===== src/rtl/switch_press_classifier.sv =====
// Classifies debounced switch presses as short, long or double, emitting a
// one-clock registered pulse per classification.
module switch_press_classifier #(
   parameter int unsigned CLKS_LONG       = 12500000,
   parameter int unsigned CLKS_DOUBLE_GAP = 6250000
) (
   input  logic i_Clk,
   input  logic i_Rst_L,
   input  logic i_Switch,
   output logic o_Short_Press,
   output logic o_Long_Press,
   output logic o_Double_Press,
   output logic o_Busy
);

   localparam int unsigned CLKS_MAX = (CLKS_LONG > CLKS_DOUBLE_GAP) ? CLKS_LONG : CLKS_DOUBLE_GAP;
   localparam int unsigned CNT_W    = $clog2(CLKS_MAX) + 1;

   localparam logic [CNT_W-1:0] LONG_LAST = CNT_W'(CLKS_LONG - 1);
   localparam logic [CNT_W-1:0] GAP_LAST  = CNT_W'(CLKS_DOUBLE_GAP - 1);

   localparam logic [1:0] IDLE     = 2'd0;
   localparam logic [1:0] PRESS1   = 2'd1;
   localparam logic [1:0] GAP      = 2'd2;
   localparam logic [1:0] WAIT_REL = 2'd3;

   logic [1:0]       r_State, state_nxt;
   logic [CNT_W-1:0] r_Count, count_nxt;
   logic             r_Switch;
   logic             r_Double_Pend, double_pend_nxt;
   logic             short_nxt, long_nxt, double_nxt, busy_nxt;
   logic             rise_c, fall_c;

   assign rise_c = i_Switch & ~r_Switch;
   assign fall_c = ~i_Switch & r_Switch;

   // Next-state, counter and pulse decisions.
   always_comb begin
      state_nxt       = r_State;
      count_nxt       = r_Count;
      short_nxt       = 1'b0;
      long_nxt        = 1'b0;
      double_pend_nxt = 1'b0;
      double_nxt      = r_Double_Pend;
      case (r_State)
         IDLE: begin
            if (rise_c) begin
               state_nxt = PRESS1;
               count_nxt = '0;
            end
         end
         PRESS1: begin
            if (fall_c) begin
               state_nxt = GAP;
               count_nxt = '0;
            end else if (r_Count == LONG_LAST) begin
               long_nxt  = 1'b1;
               state_nxt = WAIT_REL;
            end else begin
               count_nxt = r_Count + CNT_W'(1);
            end
         end
         GAP: begin
            // Timeout wins over a rise landing on the same cycle.
            if (r_Count == GAP_LAST) begin
               short_nxt = 1'b1;
               state_nxt = IDLE;
            end else if (rise_c) begin
               double_pend_nxt = 1'b1;
               state_nxt       = WAIT_REL;
            end else begin
               count_nxt = r_Count + CNT_W'(1);
            end
         end
         WAIT_REL: begin
            if (fall_c) begin
               state_nxt = IDLE;
            end
         end
         default: begin
            state_nxt = IDLE;
            count_nxt = '0;
         end
      endcase
      busy_nxt = (state_nxt != IDLE);
   end

   // State, counter, edge-detect and output registers.
   always_ff @(posedge i_Clk) begin
      if (!i_Rst_L) begin
         r_State        <= IDLE;
         r_Count        <= '0;
         r_Switch       <= 1'b1;
         r_Double_Pend  <= 1'b0;
         o_Short_Press  <= 1'b0;
         o_Long_Press   <= 1'b0;
         o_Double_Press <= 1'b0;
         o_Busy         <= 1'b0;
      end else begin
         r_State        <= state_nxt;
         r_Count        <= count_nxt;
         r_Switch       <= i_Switch;
         r_Double_Pend  <= double_pend_nxt;
         o_Short_Press  <= short_nxt;
         o_Long_Press   <= long_nxt;
         o_Double_Press <= double_nxt;
         o_Busy         <= busy_nxt;
      end
   end

endmodule

===== config.mk =====
export PLATFORM = sky130hd
export DESIGN_NAME = switch_press_classifier
export DESIGN_NICKNAME = d
export VERILOG_FILES = /design/src/rtl/switch_press_classifier.sv
export SDC_FILE = /design/constraint.sdc
export NUM_CORES = 1
export LEC_CHECK = 0
export BUFFER_PORTS_ARGS = -buffer_cell sky130_fd_sc_hd__buf_2
export CAP_MARGIN = 5
export CELL_PAD_IN_SITES_DETAIL_PLACEMENT = 1
export CELL_PAD_IN_SITES_GLOBAL_PLACEMENT = 2
export CORE_MARGIN = 2
export CORE_UTILIZATION = 41
export DETAILED_ROUTE_END_ITERATION = 8
export GPL_ROUTABILITY_DRIVEN = 0
export PLACE_DENSITY = 0.94
export SLEW_MARGIN = 20
export SYNTH_ARGS = -nofsm -noshare
export SYNTH_HDL_FRONTEND = slang
export SYNTH_SLANG_ARGS = --single-unit
export TNS_END_PERCENT = 10

===== constraint.sdc =====
create_clock -name i_Clk -period 6.79 [get_ports i_Clk]
set_input_delay 0 -clock i_Clk [delete_from_list [all_inputs] [get_ports i_Clk]]
set_output_delay 0 -clock i_Clk [all_outputs]
set_load 0.005 [all_outputs]

==> results of run 1 <==
-- routing by layer --
metal / share of wire / wire, um / GRT usage
met3: 0.030 / 183 / 0.04336
met5: 0 / 0 / 0
met1: 0.47 / 2859 / 0.3098
met2: 0.49 / 2944 / 0.3963
met4: 0.0063 / 38 / 0.05159
-- synthesized netlist by cell type (4+ instances only) --
| master | instances | share of area |
|---|---|---|
| or4_1 | 9 | 0.033 |
| or3_1 | 5 | 0.015 |
| a31oi_1 | 11 | 0.034 |
| nor4_1 | 6 | 0.018 |
| o311ai_0 | 11 | 0.047 |
| o41ai_1 | 5 | 0.022 |
| nand2_1 | 15 | 0.028 |
| nand3_1 | 7 | 0.017 |
| inv_1 | 9 | 0.017 |
| nand4b_1 | 4 | 0.017 |
| nor2_1 | 8 | 0.015 |
| ha_1 | 5 | 0.031 |
| o21ai_0 | 13 | 0.032 |
| a21oi_1 | 15 | 0.037 |
| nor3_1 | 8 | 0.020 |
| nand4_1 | 8 | 0.025 |
| a211oi_1 | 4 | 0.015 |
| o31ai_1 | 11 | 0.041 |
| clkbuf_1 | 11 | 0.020 |
| dfxtp_1 | 33 | 0.33 |
-- what timing repair did --
item / in CTS / in global routing
buffers inserted: 0 / 0
hold buffers: 1 / 0
endpoints found under the hold margin: 1 / 0
-- critical path, delay by kind of cell, from the launching register on --
kind | cells | cell delay, ps
AND/OR/NAND/NOR | 3 | 1940
AO/OA/AOI/OAI | 2 | 410
flip-flops | 1 | 360
-- registers in the layout, indices dropped and copies added, names as in the netlist --
register,flops
r_Switch,1
o_Double_Press,1
double_nxt,1
o_Short_Press,1
r_State,2
o_Busy,1
o_Long_Press,1
r_Count,25
-- through the flow --
step           hold WS [ps]  setup WS, ps  power, mW  instance area, um2  instances
2_1_floorplan         101.5          4572     0.2152                2031        244
3_3_place_gp          237.0          3948     0.2201                2072        303
3_5_place_dp          246.6          3983     0.2209                2079        303
4_1_cts               70.03          3975     0.3728                2176        311
5_1_grt               87.38          3847     0.3829                2181        311
6_report              73.39          4002     0.3713                2181        311
-- power by group --
part,leakage [nW],switching [mW],internal (mW)
clock,0.0443,0.0738,0.0806
combinational,0.353,0.0158,0.00592
sequential,0.266,0.000802,0.194
-- area by class of cell --
class	count	area, um2	area share
Multi-Input combinational cell	185	1254	0.5749
Clock buffer	7	86.33	0.03959
Sequential cell	33	660.6	0.3029
Inverter	9	33.78	0.01549
Tap cell	67	83.83	0.03844
Timing Repair Buffer	10	62.56	0.02869
-- final timing paths --
| check | end |
|---|---|
| setup reg to reg | r_Count[3]$_SDFFE_PN0P_ |
| setup / recovery | r_Count[3]$_SDFFE_PN0P_ |
| hold reg to reg | o_Double_Press$_SDFF_PN0_ |
| hold / removal | r_Switch$_SDFF_PN1_ |
-- logic make-up (layout without fill, tap and decap cells) --
group | Yosys count | after routing | share of synthesized area
AND/OR/NAND/NOR | 93 | 93 | 0.2804
AO/OA/AOI/OAI | 87 | 87 | 0.3001
flip-flops | 33 | 33 | 0.3253
buffers and inverters | 26 | 26 | 0.06346
adder cells (fa/ha/maj) | 5 | 5 | 0.03081
==> metrics.md, run 1 <==
| Metric | Value |
|---|---|
| Worst Hold Launch | i_Rst_L |
| Fillers | 586 |
| Vias | 2042 |
| First-pass GRT wire length | 10010 um |
| Final Hold Viols | 0 |
| TritonCTS clock tree | built |
| Crit path DAT | 2990 ps |
| CP Cell Sequence | or4_4 > or4_4 > nor3_4 > o32ai_1 > a211oi_1 |
| Outcome | complete, no violations |
| Syn Nets | 252 |
| Hpwl dp | 4124 um |
| Post-synth EDFFs | 0 |
| Final setup violation count | 0 |
| CTS Buf Count | 5 |
| Clock buffer depth | 2 |
| Kind of start point of the critical path | register |
| Max IR drop VDD | 0.06995 mV |
| H-tree levels | 2 |
| Critical path type | reg -> reg |
| Drt via density | 6.566 |
| Fin Clk Skew | 9.174 ps |
| Worst hold path class | in -> reg |
| Antenna violations before repair | 0 |
| Critical path fanouts, max | 23 |
| Top FF cell, synth | dfxtp_1 |
| Die height | 74.38 um |
| Ys async rst share | 0 |
| Slowest stage cell, crit path | nor3_4 |
| IO Pins | 7 |
| Post-synthesis cell type count | 49 |
| Slew @ Worst Pin | 924.0 ps |
| Clk sink count | 33 |
| Cells after Synth | 244 |
| Total grt overflow | 0 |
| Post-cts sizing count | 0 |
| Clk root buf | clkbuf_8 |
| Pin count of the biggest net entering global routing | 33 |
| Fraction of layout instances using a drive strength above 1 | 0.1066 |
| Die X | 74.38 um |
| Most frequent cells in the layout | 33 x dfxtp_1, 15 x a21oi_1, 15 x nand2_1 |
| Die area | 0.005532 mm2 |
| Synth Register Bits | 33 |
| Initial core utilization | 0.4271 |
| Worst Setup End Kind | register |
| Min Tclk post-route | 2788 ps |
| CP most frequent cell | or4_4 |
| FP Rows | 25 |
| Most common cell after layout, fill and taps aside | dfxtp_1 |
| Final Cycle Share | 0.4107 |
| First-pass iteration count of the detailed router | 5 |
| Number of global-route vias before repair | 1990 |
| Pleak | 0.6630 nW |
| Reg2Reg Depth | 5 |
| Slew Limit Fails | 0 |
| Util after Layout | 0.4587 |
| Initial DRC count | 114 |
| DRC errors left | 0 |
| Mapped Area | 0.002031 mm2 |
| Routed len/inst | 19.37 um |
| Max_slew headroom | 0.3820 |
| Layout area overhead | 7.394% |
| Crit path required time | 6990 ps |
| Final #Nets | 252 |
| Reg2reg setup slack | 4000 ps |
| Synth warn | 0 |
| Clock-pin slew on the worst setup and hold paths | 70 ps |
| Max Freq | 0.3586 GHz |
| Reg2Reg Launch Point | r_Count[5]$_SDFFE_PN0P_ |
| Core area | 0.004755 mm2 |
| PD cells | 170.3 mW/mm2 |
| Worst setup path startpoint | r_Count[5]$_SDFFE_PN0P_ |
| RSZ-0062 raised after global routing | false |
| Mean Syn Cell Area | 8.323 um2 |
| GRT Resource Usage Total | 0.2338 |
| Min-Delay Path Depth | 2 |
| Post-Route WL | 6025 um |
| Clk_lat worst skew | 290 ps |
| Crit-path max cell delay | 800 ps |
| Setup_tns | 0 ps |
| Sequential fraction of the synthesis area | 0.3253 |
| ANT cells | 0 |
| Port Buffer Count | 6 |
| Antenna violation net count after detailed routing | 0 |
| Max_cap viols | 0 |
Power figures use the tool's default switching activity.
==> inputs of run 2 (changes only) <==
--- a/config.mk
+++ b/config.mk
@@ -5,15 +5,16 @@
 export SDC_FILE = /design/constraint.sdc
 export NUM_CORES = 1
 export LEC_CHECK = 0
+export ABC_AREA = 1
 export BUFFER_PORTS_ARGS = -buffer_cell sky130_fd_sc_hd__buf_2
 export CAP_MARGIN = 5
 export CELL_PAD_IN_SITES_DETAIL_PLACEMENT = 1
 export CELL_PAD_IN_SITES_GLOBAL_PLACEMENT = 2
 export CORE_MARGIN = 2
-export CORE_UTILIZATION = 41
+export CORE_UTILIZATION = 33
 export DETAILED_ROUTE_END_ITERATION = 8
 export GPL_ROUTABILITY_DRIVEN = 0
-export PLACE_DENSITY = 0.94
+export PLACE_DENSITY = 0.89
 export SLEW_MARGIN = 20
 export SYNTH_ARGS = -nofsm -noshare
 export SYNTH_HDL_FRONTEND = slang
==> constraint.sdc (replaced) <==
create_clock -name i_Clk -period 2.8 [get_ports i_Clk]
set_input_delay 0 -clock i_Clk [delete_from_list [all_inputs] [get_ports i_Clk]]
set_output_delay 0 -clock i_Clk [all_outputs]
set_load 0.005 [all_outputs]
==> run 2 against run 1 <==
Wire length grew 30%; largest cell class unchanged; global-route usage shrank 1.8 points; combinational power grew to 4.6 times the previous value; setup slack got worse by 3600 ps; final area rose by 19%; sequential power increased by 150%; sequential cell count unchanged; maximum frequency grew 19%; core utilization is 9.4 points lower.
==> metrics.md, run 2 <==
| Metric | Value |
|---|---|
| Antenna violation net count after detailed routing | 0 |
| Kind of start point of the critical path | register |
| RSZ-0062 raised after global routing | false |
| Max_slew headroom | 0.6452 |
| TritonCTS clock tree | built |
| Dpl cell area | 0.002476 mm2 |
| Placed cell count | 502 |
| CTS Buf Count | 5 |
| Fraction of layout instances using a drive strength above 1 | 0.08495 |
| Core area | 0.007137 mm2 |
| Number of global-route vias before repair | 2652 |
| Vias | 2602 |
| M2 GR Usage | 0.3751 |
| Pre-CTS setup slack | 472.3 ps |
| Layout area overhead | 8.564% |
| Met1 usage | 0.2679 |
| Mean Syn Cell Area | 5.873 um2 |
| Yosys top cell by area | dfxtp_1 |
| ANT cells | 0 |
| Slew Limit Fails | 0 |
| Top reg by flops | r_Count |
| Total power | 1.058 mW |
| Crit path required time | 3020 ps |
| Synth warn | 0 |
| Max reg flops | 25 |
| Final setup violation count | 0 |
| IO Pins | 7 |
| Synth Area in Adders | 0.02611 |
| Sequential fraction of the synthesis area | 0.2757 |
| Worst Setup End Kind | register |
| Top FF cell, synth | dfxtp_1 |
| Worst hold path class | in -> reg |
| Syn Nets | 416 |
| Crit path DAT | 2570 ps |
| Reg2reg setup slack | 450 ps |
| Most frequent cells in the layout | 122 x nand2_1, 62 x nor2_1, 52 x inv_1 |
| Post-synth EDFFs | 0 |
| Antenna violations before repair | 0 |
| Synth top area share | 0.2757 |
| Fin Clk Skew | 15.29 ps |
| Port Buffer Count | 6 |
| Final Hold Viols | 0 |
| Cells after Synth | 408 |
| WHS | 149.4 ps |
| Largest family of logic cells by synthesized area | simple AND/OR/NAND/NOR gates |
| Die height | 89.21 um |
| Drt via density | 5.092 |
| First-pass iteration count of the detailed router | 4 |
| Commonest cells post-synth | 122 x nand2_1, 62 x nor2_1, 52 x inv_1, 41 x nand3_1, 33 x dfxtp_1 |
| First-pass GRT wire length | 13090 um |
| Post-synthesis cell type count | 30 |
| Total grt overflow | 0 |
| Initial core utilization | 0.3357 |
| Util after Layout | 0.3645 |
| Post-Route WL | 7817 um |
| Post-synthesis simple-gate area fraction | 0.4914 |
| Max Freq | 0.4255 GHz |
| Clk root buf | clkbuf_8 |
| Critical path fanouts, max | 21 |
| Critical path type | reg -> reg |
| Slew @ Worst Pin | 528.2 ps |
| Clk sink count | 33 |
| DRC errors left | 0 |
| Setup_tns | 0 ps |
| Final #Nets | 419 |
| Clock-pin slew on the worst setup and hold paths | 80 ps |
| Post-CTS setup buffers | 0 |
| Pin count of the biggest net entering global routing | 25 |
| H-tree levels | 2 |
| Synth Register Bits | 33 |
| Biggest regs | r_Count (25), r_State (2) |
| Most frequent cell after synthesis | nand2_1 |
| Routed len/inst | 15.30 um |
| Max_cap viols | 0 |
| XOR/XNOR Fraction of Synth Area | 0 |
| Clk_lat worst skew | 300 ps |
| Synth Area in Compound Gates | 0.08251 |
| Pleak | 1.070 nW |
| Final Instance Area | 0.002601 mm2 |
| Mux contribution to synthesized area | 0 |
| Clock buffer depth | 2 |
| Max IR drop VDD | 0.1639 mV |
| GRT Resource Usage Total | 0.2153 |
| PD cells | 406.7 mW/mm2 |
| Mapped Area | 0.002396 mm2 |
| Die X | 89.21 um |
| Setup slack after layout | 449.8 ps |
| Initial DRC count | 85 |
| Ys async rst share | 0 |
| Synth top area cells | dfxtp_1 28%, nand2_1 19%, nor2_1 9.7%, nand3_1 8.6%, inv_1 8.1% |
| Most used routing layer | met2 |
| Finished Layout Cells | 511 |
| Met3 Track Usage GR | 0.03786 |
| FP Rows | 31 |
| Die area | 0.007958 mm2 |
| Min Tclk post-route | 2350 ps |
| Outcome | complete, no violations |
| Most common cell after layout, fill and taps aside | nand2_1 |
| Final Cycle Share | 0.8394 |
| Hpwl dp | 5773 um |
run 2: cell count changes after synthesis, moves of 10 or more:
cell | before | now
a31oi_1 | 11 | 1
inv_1 | 9 | 52
nand2_1 | 15 | 122
nand3_1 | 7 | 41
nor2_1 | 8 | 62
o311ai_0 | 11 | 0
o31ai_1 | 11 | 0
run 2: per-layer routing:
metal	part of all wire	vias to the layer above
met3	0.033	19
met5	0	-
li1	-	1290
met4	0.022	0
met2	0.48	38
met1	0.46	1255
run 2: path summary, 6_finish.rpt:
check | to | start | cells after the start
worst max-delay path | r_Count[6]$_SDFFE_PN0P_ | r_State[1]$_SDFF_PN0_ | 11
worst min-delay path | r_Switch$_SDFF_PN1_ | i_Rst_L | 2
worst max register to register | r_Count[6]$_SDFFE_PN0P_ | r_State[1]$_SDFF_PN0_ | 11
worst min register to register | o_Double_Press$_SDFF_PN0_ | double_nxt$_SDFF_PP0_ | 2
run 2: final cells by class:
type                            instances  area, um2
Inverter                               55      209.0
Tap cell                               99      123.9
Clock buffer                            5      68.82
Multi-Input combinational cell        307       1438
Sequential cell                        33      660.6
Fill cell                            1006       4536
Timing Repair Buffer                    9      55.05
Clock inverter                          3      46.29
run 2: kinds of logic (layout without fill, tap and decap cells):
logic type | count (synthesis) | after routing
fa+ha+maj | 5 | 5
compound gates | 38 | 38
flops | 33 | 33
buf+inv | 68 | 72
simple gates | 264 | 264
run 2: report_power, final:
part	internal [mW]	leakage (nW)	switching (mW)
logic	0.0253	0.749	0.0747
registers	0.475	0.267	0.00858
clock network	0.267	0.0543	0.207
run 2: critical path: stages, from the launching register on:
cell,delay [ps]
dfxtp_1,400
inv_1,140
ha_1,340
nand2_1,170
inv_1,50
nand3_1,140
nand2_1,80
inv_2,370
nand2_8,170
inv_4,170
nand2_1,70
a21oi_1,140
run 2: repair_timing:
| action | in CTS | in global routing |
|---|---|---|
| gates resized for setup | 0 | 0 |
| hold buffers | 1 | 0 |
| endpoints found under the hold margin | 1 | 0 |
==> inputs of run 3 (changes only) <==
--- a/config.mk
+++ b/config.mk
@@ -11,10 +11,10 @@
 export CELL_PAD_IN_SITES_DETAIL_PLACEMENT = 1
 export CELL_PAD_IN_SITES_GLOBAL_PLACEMENT = 2
 export CORE_MARGIN = 2
-export CORE_UTILIZATION = 33
+export CORE_UTILIZATION = 30
 export DETAILED_ROUTE_END_ITERATION = 8
 export GPL_ROUTABILITY_DRIVEN = 0
-export PLACE_DENSITY = 0.89
+export PLACE_DENSITY = 0.86
 export SLEW_MARGIN = 20
 export SYNTH_ARGS = -nofsm -noshare
 export SYNTH_HDL_FRONTEND = slang
==> constraint.sdc (replaced) <==
create_clock -name i_Clk -period 2.1 [get_ports i_Clk]
set_input_delay 0 -clock i_Clk [delete_from_list [all_inputs] [get_ports i_Clk]]
set_output_delay 0 -clock i_Clk [all_outputs]
set_load 0.005 [all_outputs]
==> run 3 against run 2 <==
Largest power group unchanged; die area grew 9.5%; wire length shrank 4.2%; clock power grew 3%; setup slack lost 290 ps; critical endpoint is now r_Count[15]$_SDFFE_PN0P_; register-to-register slack lost 290 ps; final cell count grew 3.7%; non-clock buffer count grew 16.
==> metrics.md, run 3 (synthesis results as in run 2) <==
| Metric | Value |
|---|---|
| H-tree levels | 2 |
| Port Buffer Count | 6 |
| Clock buffer depth | 2 |
| Crit path DAT | 2130 ps |
| Crit-path max cell delay | 400 ps |
| Min Tclk post-route | 1943 ps |
| Die area | 0.008718 mm2 |
| WHS | 131.5 ps |
| TritonCTS clock tree | built |
| Slew Limit Fails | 0 |
| Critical path fanouts, max | 7 |
| Max reg flops | 25 |
| Post-Route WL | 7492 um |
| Pin count of the biggest net entering global routing | 25 |
| Core area | 0.007727 mm2 |
| Final Instance Area | 0.002723 mm2 |
| Fin Clk Skew | 4.249 ps |
| Clk root buf | clkbuf_8 |
| Reg2reg setup slack | 160 ps |
| Max_slew headroom | 0.6681 |
| Clock share of power | 0.380 |
| Hpwl dp | 5619 um |
| Biggest regs | r_Count (25), r_State (2) |
| PD cells | 473.8 mW/mm2 |
| Final #Nets | 435 |
| Final Hold Viols | 0 |
| Bufs and invs on worst path | 4 |
| Vias | 2548 |
| Antenna violation net count after detailed routing | 0 |
| Drt via density | 4.808 |
| Most common cell after layout, fill and taps aside | nand2_1 |
| Die X | 93.37 um |
| Routed len/inst | 14.14 um |
| Slew @ Worst Pin | 497.8 ps |
| Critical path type | reg -> reg |
| Worst Setup End Kind | register |
| CP Cell Sequence | inv_1 > ha_1 > inv_1 > a21oi_1 > buf_4 > inv_1 > nor2_1 > nor2_1 > nand3_1 > nor2_1 > nor2_1 |
| Final setup violation count | 0 |
| Fillers | 1049 |
| FP Rows | 32 |
| DRC errors left | 0 |
| Crit path required time | 2290 ps |
| Switch Pwr | 0.3745 mW |
| IO Pins | 7 |
| Sw frac | 0.2904 |
| Max Freq | 0.5147 GHz |
| Initial core utilization | 0.3101 |
| Fraction of layout instances using a drive strength above 1 | 0.1262 |
| Clk_lat worst skew | 290 ps |
| Kind of start point of the critical path | register |
| Final Cycle Share | 0.9252 |
| Max IR drop VDD | 0.2291 mV |
| Clk sink count | 33 |
| Die height | 93.37 um |
| CTS Buf Count | 5 |
| First-pass GRT wire length | 12500 um |
| Register share of total power | 0.499 |
| Dpl cell area | 0.002597 mm2 |
| Antenna violations before repair | 0 |
| Int Power | 0.9153 mW |
| Number of global-route vias before repair | 2592 |
| Outcome | complete, no violations |
| Pleak | 1.150 nW |
| Initial DRC count | 102 |
| Layout area overhead | 13.63% |
| GRT Resource Usage Total | 0.1814 |
| Max_cap viols | 0 |
| ANT cells | 0 |
| Most frequent cells in the layout | 122 x nand2_1, 62 x nor2_1, 52 x inv_1 |
| Slowest stage cell, crit path | dfxtp_1 |
| Worst hold path class | in -> reg |
| Comb pwr share | 0.121 |
| Total grt overflow | 0 |
| Top reg by flops | r_Count |
| Crit path max-delay family | buffers and inverters |
| Clock-pin slew on the worst setup and hold paths | 70 ps |
| First-pass iteration count of the detailed router | 4 |
| CP most frequent cell | nor2_1 |
==> run 3: stage by stage <==
stage	util	power [mW]	instances	setup TNS (ps)	setup slack, ps
after floorplan	-	0.7674	408	0	416.2
after global placement	0.3361	0.8084	519	0	145.8
after detailed placement	0.3361	0.8118	519	0	88.95
after CTS	0.3481	1.305	528	0	48.28
after global routing	0.3523	1.349	530	-7.065	-7.065
final	0.3523	1.290	530	0	157.1
==> run 3: timing repair <==
item,4_1_cts,5_1_grt
hold buffers,1,0
endpoints found under the hold margin,1,0
buffers inserted,0,2
resized for setup,0,5
setup endpoints to repair,0,17
==> run 3: power groups by stage <==
| stage | registers (mW) | logic [mW] | clock network, mW |
|---|---|---|---|
| 2_1_floorplan | 0.656 | 0.112 | 0 |
| 3_3_place_gp | 0.657 | 0.152 | 0 |
| 3_5_place_dp | 0.658 | 0.154 | 0 |
| 4_1_cts | 0.643 | 0.156 | 0.506 |
| 5_1_grt | 0.645 | 0.174 | 0.530 |
| 6_report | 0.644 | 0.156 | 0.490 |
==> run 3: final timing paths <==
check	cells past startpoint	start	to
setup / recovery	11	r_State[1]$_SDFF_PN0_	r_Count[15]$_SDFFE_PN0P_
hold / removal	2	i_Rst_L	r_Switch$_SDFF_PN1_
setup reg to reg	11	r_State[1]$_SDFF_PN0_	r_Count[15]$_SDFFE_PN0P_
hold reg to reg	2	double_nxt$_SDFF_PP0_	o_Double_Press$_SDFF_PN0_
==> run 3: cell type report <==
type | count | area [um2] | share of cell area
Sequential cell | 33 | 663.1 | 0.2436
Inverter | 55 | 209.0 | 0.07675
Clock inverter | 2 | 10.01 | 0.003676
Timing Repair Buffer | 25 | 191.4 | 0.07031
Multi-Input combinational cell | 307 | 1449 | 0.5322
Tap cell | 102 | 127.6 | 0.04687
Clock buffer | 6 | 72.57 | 0.02665
==> run 3: worst reg2reg max path, cell delays in order (launching register included) <==
cell	delay, ps
dfxtp_1	400
inv_1	120
ha_1	290
inv_1	100
a21oi_1	50
buf_4	160
inv_1	230
nor2_1	70
nor2_1	120
nand3_1	100
nor2_1	130
nor2_1	60
==> run 3: layer usage <==
metal,vias up,part of all wire,global-route usage
li1,1322,-,-
met1,1181,0.48,0.2459
met2,37,0.48,0.3046
met3,8,0.030,0.02498
met4,0,0.0095,0.04289
met5,-,0,0
